[config.mk]
export PLATFORM = sky130hd
export DESIGN_NAME = serial_cmp_driver
export DESIGN_NICKNAME = d
export VERILOG_FILES = /design/src/rtl/serial_cmp_driver.sv
export SDC_FILE = /design/constraint.sdc
export NUM_CORES = 1
export LEC_CHECK = 0
export ABC_AREA = 1
export ABC_CLOCK_PERIOD_IN_PS = 1200
export BUFFER_PORTS_ARGS = -buffer_cell sky130_fd_sc_hd__buf_4
export CORE_ASPECT_RATIO = 1.2
export CORE_UTILIZATION = 53
export DETAILED_ROUTE_END_ITERATION = 10
export HOLD_SLACK_MARGIN = 0.15
export PLACE_DENSITY = 0.78
export SETUP_SLACK_MARGIN = 0.02
export SYNTH_ARGS = -nofsm -noshare
export SYNTH_HDL_FRONTEND = slang
export SYNTH_SLANG_ARGS = --single-unit
[constraint.sdc]
create_clock -name clk -period 1.2 [get_ports clk]
set_clock_uncertainty 0.05 [all_clocks]
set_input_delay 0.06 -clock clk [delete_from_list [all_inputs] [get_ports clk]]
set_output_delay 0.06 -clock clk [all_outputs]
set_load 0.03 [all_outputs]
[src/rtl/serial_cmp_driver.sv]
// Transmit side of the bit-serial comparator link: latches an operand pair, shifts it out
// MSB-first on x/y with strobe a, then samples z. Optional capture: CMP_RESULT_CAPTURE_EN.
module serial_cmp_driver #(
  parameter int WIDTH = 8
) (
  input  logic             clk,
  input  logic             rst_n,
  input  logic             in_valid,
  output logic             in_ready,
  input  logic [WIDTH-1:0] op_x,
  input  logic [WIDTH-1:0] op_y,
  output logic             x,
  output logic             y,
  output logic             a,
  input  logic             z,
  output logic             done,
  output logic             result
);
  localparam int CW = (WIDTH > 1) ? $clog2(WIDTH) : 1;

  typedef enum logic [1:0] {IDLE, SHIFT, DONE} state_t;

  state_t           state;
  logic [WIDTH-1:0] sx, sy;
  logic [CW-1:0]    cnt;

  assign in_ready = (state == IDLE);

  always_ff @(posedge clk or negedge rst_n) begin
    if (!rst_n) begin
      state <= IDLE;
      sx    <= '0;
      sy    <= '0;
      cnt   <= '0;
      x     <= 1'b0;
      y     <= 1'b0;
      a     <= 1'b0;
      done  <= 1'b0;
    end else begin
      case (state)
        IDLE: begin
          x    <= 1'b0;
          y    <= 1'b0;
          a    <= 1'b0;
          done <= 1'b0;
          if (in_valid) begin
            sx    <= op_x;
            sy    <= op_y;
            cnt   <= CW'(WIDTH - 1);
            state <= SHIFT;
          end
        end
        SHIFT: begin
          // sx/sy are the sole bit source, so operand changes mid-frame are harmless
          x   <= sx[WIDTH-1];
          y   <= sy[WIDTH-1];
          a   <= 1'b1;
          sx  <= sx << 1;
          sy  <= sy << 1;
          cnt <= cnt - CW'(1);
          if (cnt == '0) state <= DONE;
        end
        DONE: begin
          x     <= 1'b0;
          y     <= 1'b0;
          a     <= 1'b0;
          done  <= 1'b1;
          state <= IDLE;
        end
        default: state <= IDLE;
      endcase
    end
  end

`ifdef CMP_RESULT_CAPTURE_EN
  always_ff @(posedge clk or negedge rst_n) begin
    if (!rst_n)              result <= 1'b0;
    else if (state == DONE)  result <= z;
  end
`else
  logic unused_z;
  assign unused_z = z;
  assign result   = 1'b0;
`endif

endmodule

Word-level counts from Yosys, hierarchy flattened:

Index checks and enable logic that the tools add are counted.

* register bits after elaboration: 25
* bits of input ports: 20
* output and inout port bits: 6
* logic and storage cells: 34

* $add $sub $neg: 1
* equality and inequality tests: 4
* multiplexer cells: 13
* reductions and logical operators: 8

Operators with widths (number)
* case mux 8 bit (2 select lines): 2
* two-way mux 8 bit: 2
* case mux 1 bit (2 select lines): 4
* case mux 3 bit (2 select lines): 1
* nonzero test 2 bit: 3
* two-way mux 2 bit: 2
* != test 2 bit (second input constant): 2
* case mux 2 bit (2 select lines): 1
* AND reduction 2 bit: 2
* zero test 3 bit: 1
* two-way mux 3 bit: 1
* subtractor 3 x 1 -> 3 bit (second input constant): 1
* == test 2 x 1 -> 1 bit (second input constant): 1
* == test 2 bit (second input constant): 1
* zero test 2 bit: 1
* OR reduction 2 bit: 1

Logic depth before layout (Yosys ltp):

* word-level depth: 3
* mapped depth: 6
* gate-level depth less buffers: 6

Worst setup path before layout:

Ideal clock, no wire load.

* path kind: flip-flop to flip-flop
* from: register state[0]
* to: register done
* setup time: 145 ps
* arrival time: 1142 ps
* data required time: 1005 ps
* slack: -138 ps
* cell stages (with the launch flop): 4
* path buffers: 1
* clock period less this slack: 1338 ps
* path through: dfrtp_1 -> buf_2 -> nor2_1 -> nor2_1

* word-level cells in the longest chain between the ends: 2
* elaborated cells between the ends (all ways): 4
* those cells by class: eq/ne (1); mux (1); reduce/logical (2)

RTL lines
* start, declared: RTL line 23 `state_t state;`
* start signal, assigned: RTL line 31 `state <= IDLE;`
* start signal, assigned: RTL line 50 `state <= SHIFT;`
* start signal, assigned: RTL line 61 `if (cnt == '0) state <= DONE;`
* zero test 2 bit (*)
* net in_ready: RTL line 9 `output logic in_ready,`
* case mux 1 bit (2 select lines) or nonzero test 2 bit (tied branches)
* end signal, assigned: RTL line 38 `done <= 1'b0;`
* end signal, assigned: RTL line 45 `done <= 1'b0;`
* end signal, assigned: RTL line 67 `done <= 1'b1;`
* end, declared: RTL line 16 `output logic done,`

Mark *: on every way through the listed nets, which the timed path passes. The rest lies on a longest branch.
A chain may end at the register's enable or synchronous reset.

Worst setup path after layout:

* from: register state[0]
* to: output in_ready

* word-level cells in the longest chain between the ends: 1

RTL lines
* zero test 2 bit: RTL line 27 `assign in_ready = (state == IDLE);`
* end, declared: RTL line 9

No other way between the ends.

==> run summary <==
SETUP PATH
----------------------------------------------------------------------------------
Maximum net fanout on the critical path .............................            8
Arrival time at the worst endpoint ..................................      1140 ps
Setup CP Type ....................................................... flop to output port
Minimum setup slack among reg-to-reg paths ..........................       -30 ps
Critical path capture point type ....................................  output port
Worst reg-to-reg path cell count ....................................            6
End of the worst register-to-register path ..........................        sx[3]
Cells along the critical path ....................................... buf_6, nor2_4, buf_6
Slowest cell delay on critical path .................................       430 ps
Startpoint of the worst-slack reg-to-reg timing path ................     state[0]
Critical path data required time ....................................      1090 ps
Highest-delay cell along the critical path .......................... sky130_fd_sc_hd__dfrtp_1
Most repeated library cell on the critical path ..................... sky130_fd_sc_hd__buf_6
Critical path launch point type .....................................         flop

HOLD PATH
----------------------------------------------------------------------------------
Worst min-delay path endpoint .......................................        sy[0]
Instance count along the most critical hold path ....................            4
Path class of the lowest-slack min-delay path ....................... input port to flop
Source of the worst hold timing path ................................      op_y[0]

CLOCK TREE
----------------------------------------------------------------------------------
CTS root buf ........................................................ sky130_fd_sc_hd__clkbuf_4
Clock-pin transition on the worst setup and hold timing paths .......       140 ps
Clock Sink Count ....................................................           25
TritonCTS clock tree ................................................        built
Max Root-Sink Buffers ...............................................            2
TritonCTS Buffers ...................................................            3
Number of H-tree branching levels ...................................            1
Worst-Skew Late Latency .............................................       310 ps

SYNTHESIS
----------------------------------------------------------------------------------
Mapped Nets .........................................................          195
Multiplexer share of the synthesized area ...........................           0%
Average instance area after synthesis ...............................   7.46 sq um
Post-synthesis cell area ............................................   1290 sq um
Post-synthesis adder-cell area fraction .............................        1.94%
Area contributors post-synth ........................................ sky130_fd_sc_hd__dfrtp_1 48%, sky130_fd_sc_hd__nand2_1 15%, sky130_fd_sc_hd__nand3_1 12%
Post-synthesis sequential area ratio ................................        48.5%
Post-Syn Instances ..................................................          173
Area share of the leading cell type in the synthesized netlist ......        48.5%
Combinational family with the most area after synthesis ............. simple AND/OR/NAND/NOR gates
Area share of and/or/nand/nor cells after synthesis .................        32.7%
Post-synthesis compound-gate area fraction ..........................        1.36%
Xor/xnor share of the synthesized area ..............................           0%
Warning count from the yosys run ....................................            0
Number of distinct library cells after synthesis ....................           15
FF+latch count, synth ...............................................           25
Cell taking the most area after synthesis ........................... sky130_fd_sc_hd__dfrtp_1

TIMING
----------------------------------------------------------------------------------
Final worst-path cycle share ........................................         104%
Final hold violations ...............................................            0
Worst setup margin ..................................................     -50.3 ps
Setup Viol. Count Final .............................................           13
Maximum achievable frequency ........................................    0.800 GHz
Clock period minus final worst setup slack ..........................      1250 ps
Setup TNS ...........................................................      -190 ps
Unrepaired setup endpoints after global routing .....................          yes
Final max-slew violation count ......................................            0

GLOBAL ROUTE
----------------------------------------------------------------------------------
Total global-route track usage ......................................        24.7%
Wire length of the first global-routing pass ........................      4800 um
Number of global-route vias before repair ...........................         1203
Pin count of the biggest net entering global routing ................           26
Initial antenna violation count .....................................            0
Grt ovf .............................................................            0

DETAILED ROUTING
----------------------------------------------------------------------------------
Number of nets still failing antenna checks after routing ...........            0
DRC .................................................................            0
Average wire per standard cell ......................................      12.0 um
Routed via count ....................................................         1228
Number of detailed-routing iterations run before antenna repair .....            4
Number of DRC markers after the initial detailed-route iteration ....           22
Total Routed Length .................................................      3040 um
Via-per-instance ratio ..............................................         4.83

CELLS AND AREA
----------------------------------------------------------------------------------
Layout area overhead ................................................        41.9%
Share of final-layout standard cells stronger than drive strength 1 .        22.0%
Most common library cell in the layout ignoring fill and taps ....... sky130_fd_sc_hd__nand2_1
Number of nets in the layout ........................................          246
Footprint of the flip-flops and latches .............................    626 sq um
Number of antenna repair diodes .....................................            0
Multi-input gate area in the final layout ...........................    517 sq um
Most frequent cells in the layout ................................... 51 x sky130_fd_sc_hd__nand2_1, 33 x sky130_fd_sc_hd__inv_1, 32 x sky130_fd_sc_hd__nand3_1, 29 x sky130_fd_sc_hd__buf_4, 25 x sky130_fd_sc_hd__dfrtp_1
Count of filler cells inserted in the layout ........................          172
Post-layout instance area ...........................................   1830 sq um

FLOORPLAN
----------------------------------------------------------------------------------
Die width ...........................................................      47.0 um
Die boundary height .................................................      56.0 um
Floorplan core area .................................................   2310 sq um
Starting density of the core ........................................        55.9%
Floorplan row count .................................................           19
Overall die area ....................................................   2640 sq um
Count of boundary I/O pins ..........................................           26

PWR
----------------------------------------------------------------------------------
Max rail drop VDD ...................................................      1440 uV
Leak pwr ............................................................      1.02 nW
Cell internal pwr ...................................................      2.25 mW
Sequential share of power ...........................................        36.3%
Share of power burned in the clock network ..........................         9.6%
Logic gate share of total power .....................................        54.2%
Fraction of power spent switching nets ..............................        42.4%
Total power draw ....................................................      3.92 mW
Power density normalized to cell area ............................... 2140 nW/um^2
Psw .................................................................      1.66 mW

PLACEMENT
----------------------------------------------------------------------------------
Half-perimeter wire length of the detailed placement result .........      1840 um
# port buffers ......................................................           23
Cell Area, Placed ...................................................   1500 sq um
Placer Congestion ...................................................        0.728
Placement-stage worst setup slack ...................................     -48.0 ps

STATUS
----------------------------------------------------------------------------------
Run status .......................................................... finished with violations
Failing checks ...................................................... negative setup slack

JOB
----------------------------------------------------------------------------------
Reported max-cap violation count ....................................            0

## registers in the layout (all words and copies together) (netlist names)
| signal | count |
|---|---|
| a | 1 |
| cnt | 3 |
| done | 1 |
| state | 2 |
| sx | 8 |
| sy | 8 |
| x | 1 |
| y | 1 |
## power groups by stage
stage          registers, mW  logic (mW)  clock network, mW
6_report                1.42        2.12              0.375
5_1_grt                 1.45        2.37              0.421
4_1_cts                 1.41        1.84              0.378
3_5_place_dp            1.43        1.71                  0
3_3_place_gp            1.41        1.63                  0
2_1_floorplan           1.50        1.16                  0
## kinds of logic after synthesis
| family | Yosys count |
|---|---|
| buffers and inverters | 45 |
| AO/OA/AOI/OAI | 3 |
| other | 1 |
| flip-flops | 25 |
| adder cells (fa/ha/maj) | 2 |
| AND/OR/NAND/NOR | 97 |
## worst max-delay path, delay by kind of cell (launching register included)
kind | cells | cell delay [ps]
flip-flops | 1 | 430
buffers and inverters | 2 | 290
AND/OR/NAND/NOR | 1 | 110
## worst max path at each step
stage	startpoint	end	slack [ps]
after floorplan	state[0]	done	20
after global placement	state[1]	sy[6]	-20
after detailed placement	state[1]	sx[4]	-50
after CTS	state[1]	in_ready	-20
after global routing	state[0]	in_ready	-100
final	state[0]	in_ready	-50
## layer usage
metal / track usage [%] / wire (um) / vias up
met5: 0 / 0 / -
met4: 4.49 / 40 / 0
met3: 4.22 / 66 / 4
met2: 44.8 / 1670 / 24
met1: 29.3 / 1260 / 590
li1: - / - / 610
## cells in the mapped netlist
master / instances
sky130_fd_sc_hd__nand2_1: 51
sky130_fd_sc_hd__inv_1: 35
sky130_fd_sc_hd__nand3_1: 32
sky130_fd_sc_hd__dfrtp_1: 25
sky130_fd_sc_hd__nor2_1: 11
sky130_fd_sc_hd__buf_2: 4
sky130_fd_sc_hd__buf_4: 4
sky130_fd_sc_hd__ha_1: 2
sky130_fd_sc_hd__nand2_4: 2
sky130_fd_sc_hd__o21ai_1: 2
sky130_fd_sc_hd__buf_6: 1
sky130_fd_sc_hd__conb_1: 1
sky130_fd_sc_hd__inv_2: 1
sky130_fd_sc_hd__nand2_2: 1
sky130_fd_sc_hd__o21a_1: 1
## through the flow
| step | instances | hold WS, ps | util [%] |
|---|---|---|---|
| 4_1_cts | 249 | 449 | 75.6 |
| 2_1_floorplan | 173 | -286 | - |
| 3_5_place_dp | 225 | -68.9 | 64.8 |
| 6_report | 254 | 440 | 79.4 |
| 3_3_place_gp | 225 | -70.5 | 64.8 |
| 5_1_grt | 254 | 473 | 79.4 |
## cell type report
class	count	share of cell area, %
clock buffer	4	1.44
inverter	36	7.38
multi-input combinational	103	28.2
sequential	25	34.2
tap	31	2.12
timing repair buffer	55	26.7
## repair_timing
action | in CTS | in global routing
resized for setup | 7 | 10
cloned | 0 | 1
setup endpoints to repair | 21 | 21
hold buffers | 19 | 0
buffers inserted | 1 | 4
hold endpoints to repair | 41 | 0
pin swaps | 3 | 2
No activity file was read; power rests on OpenSTA's default activity.
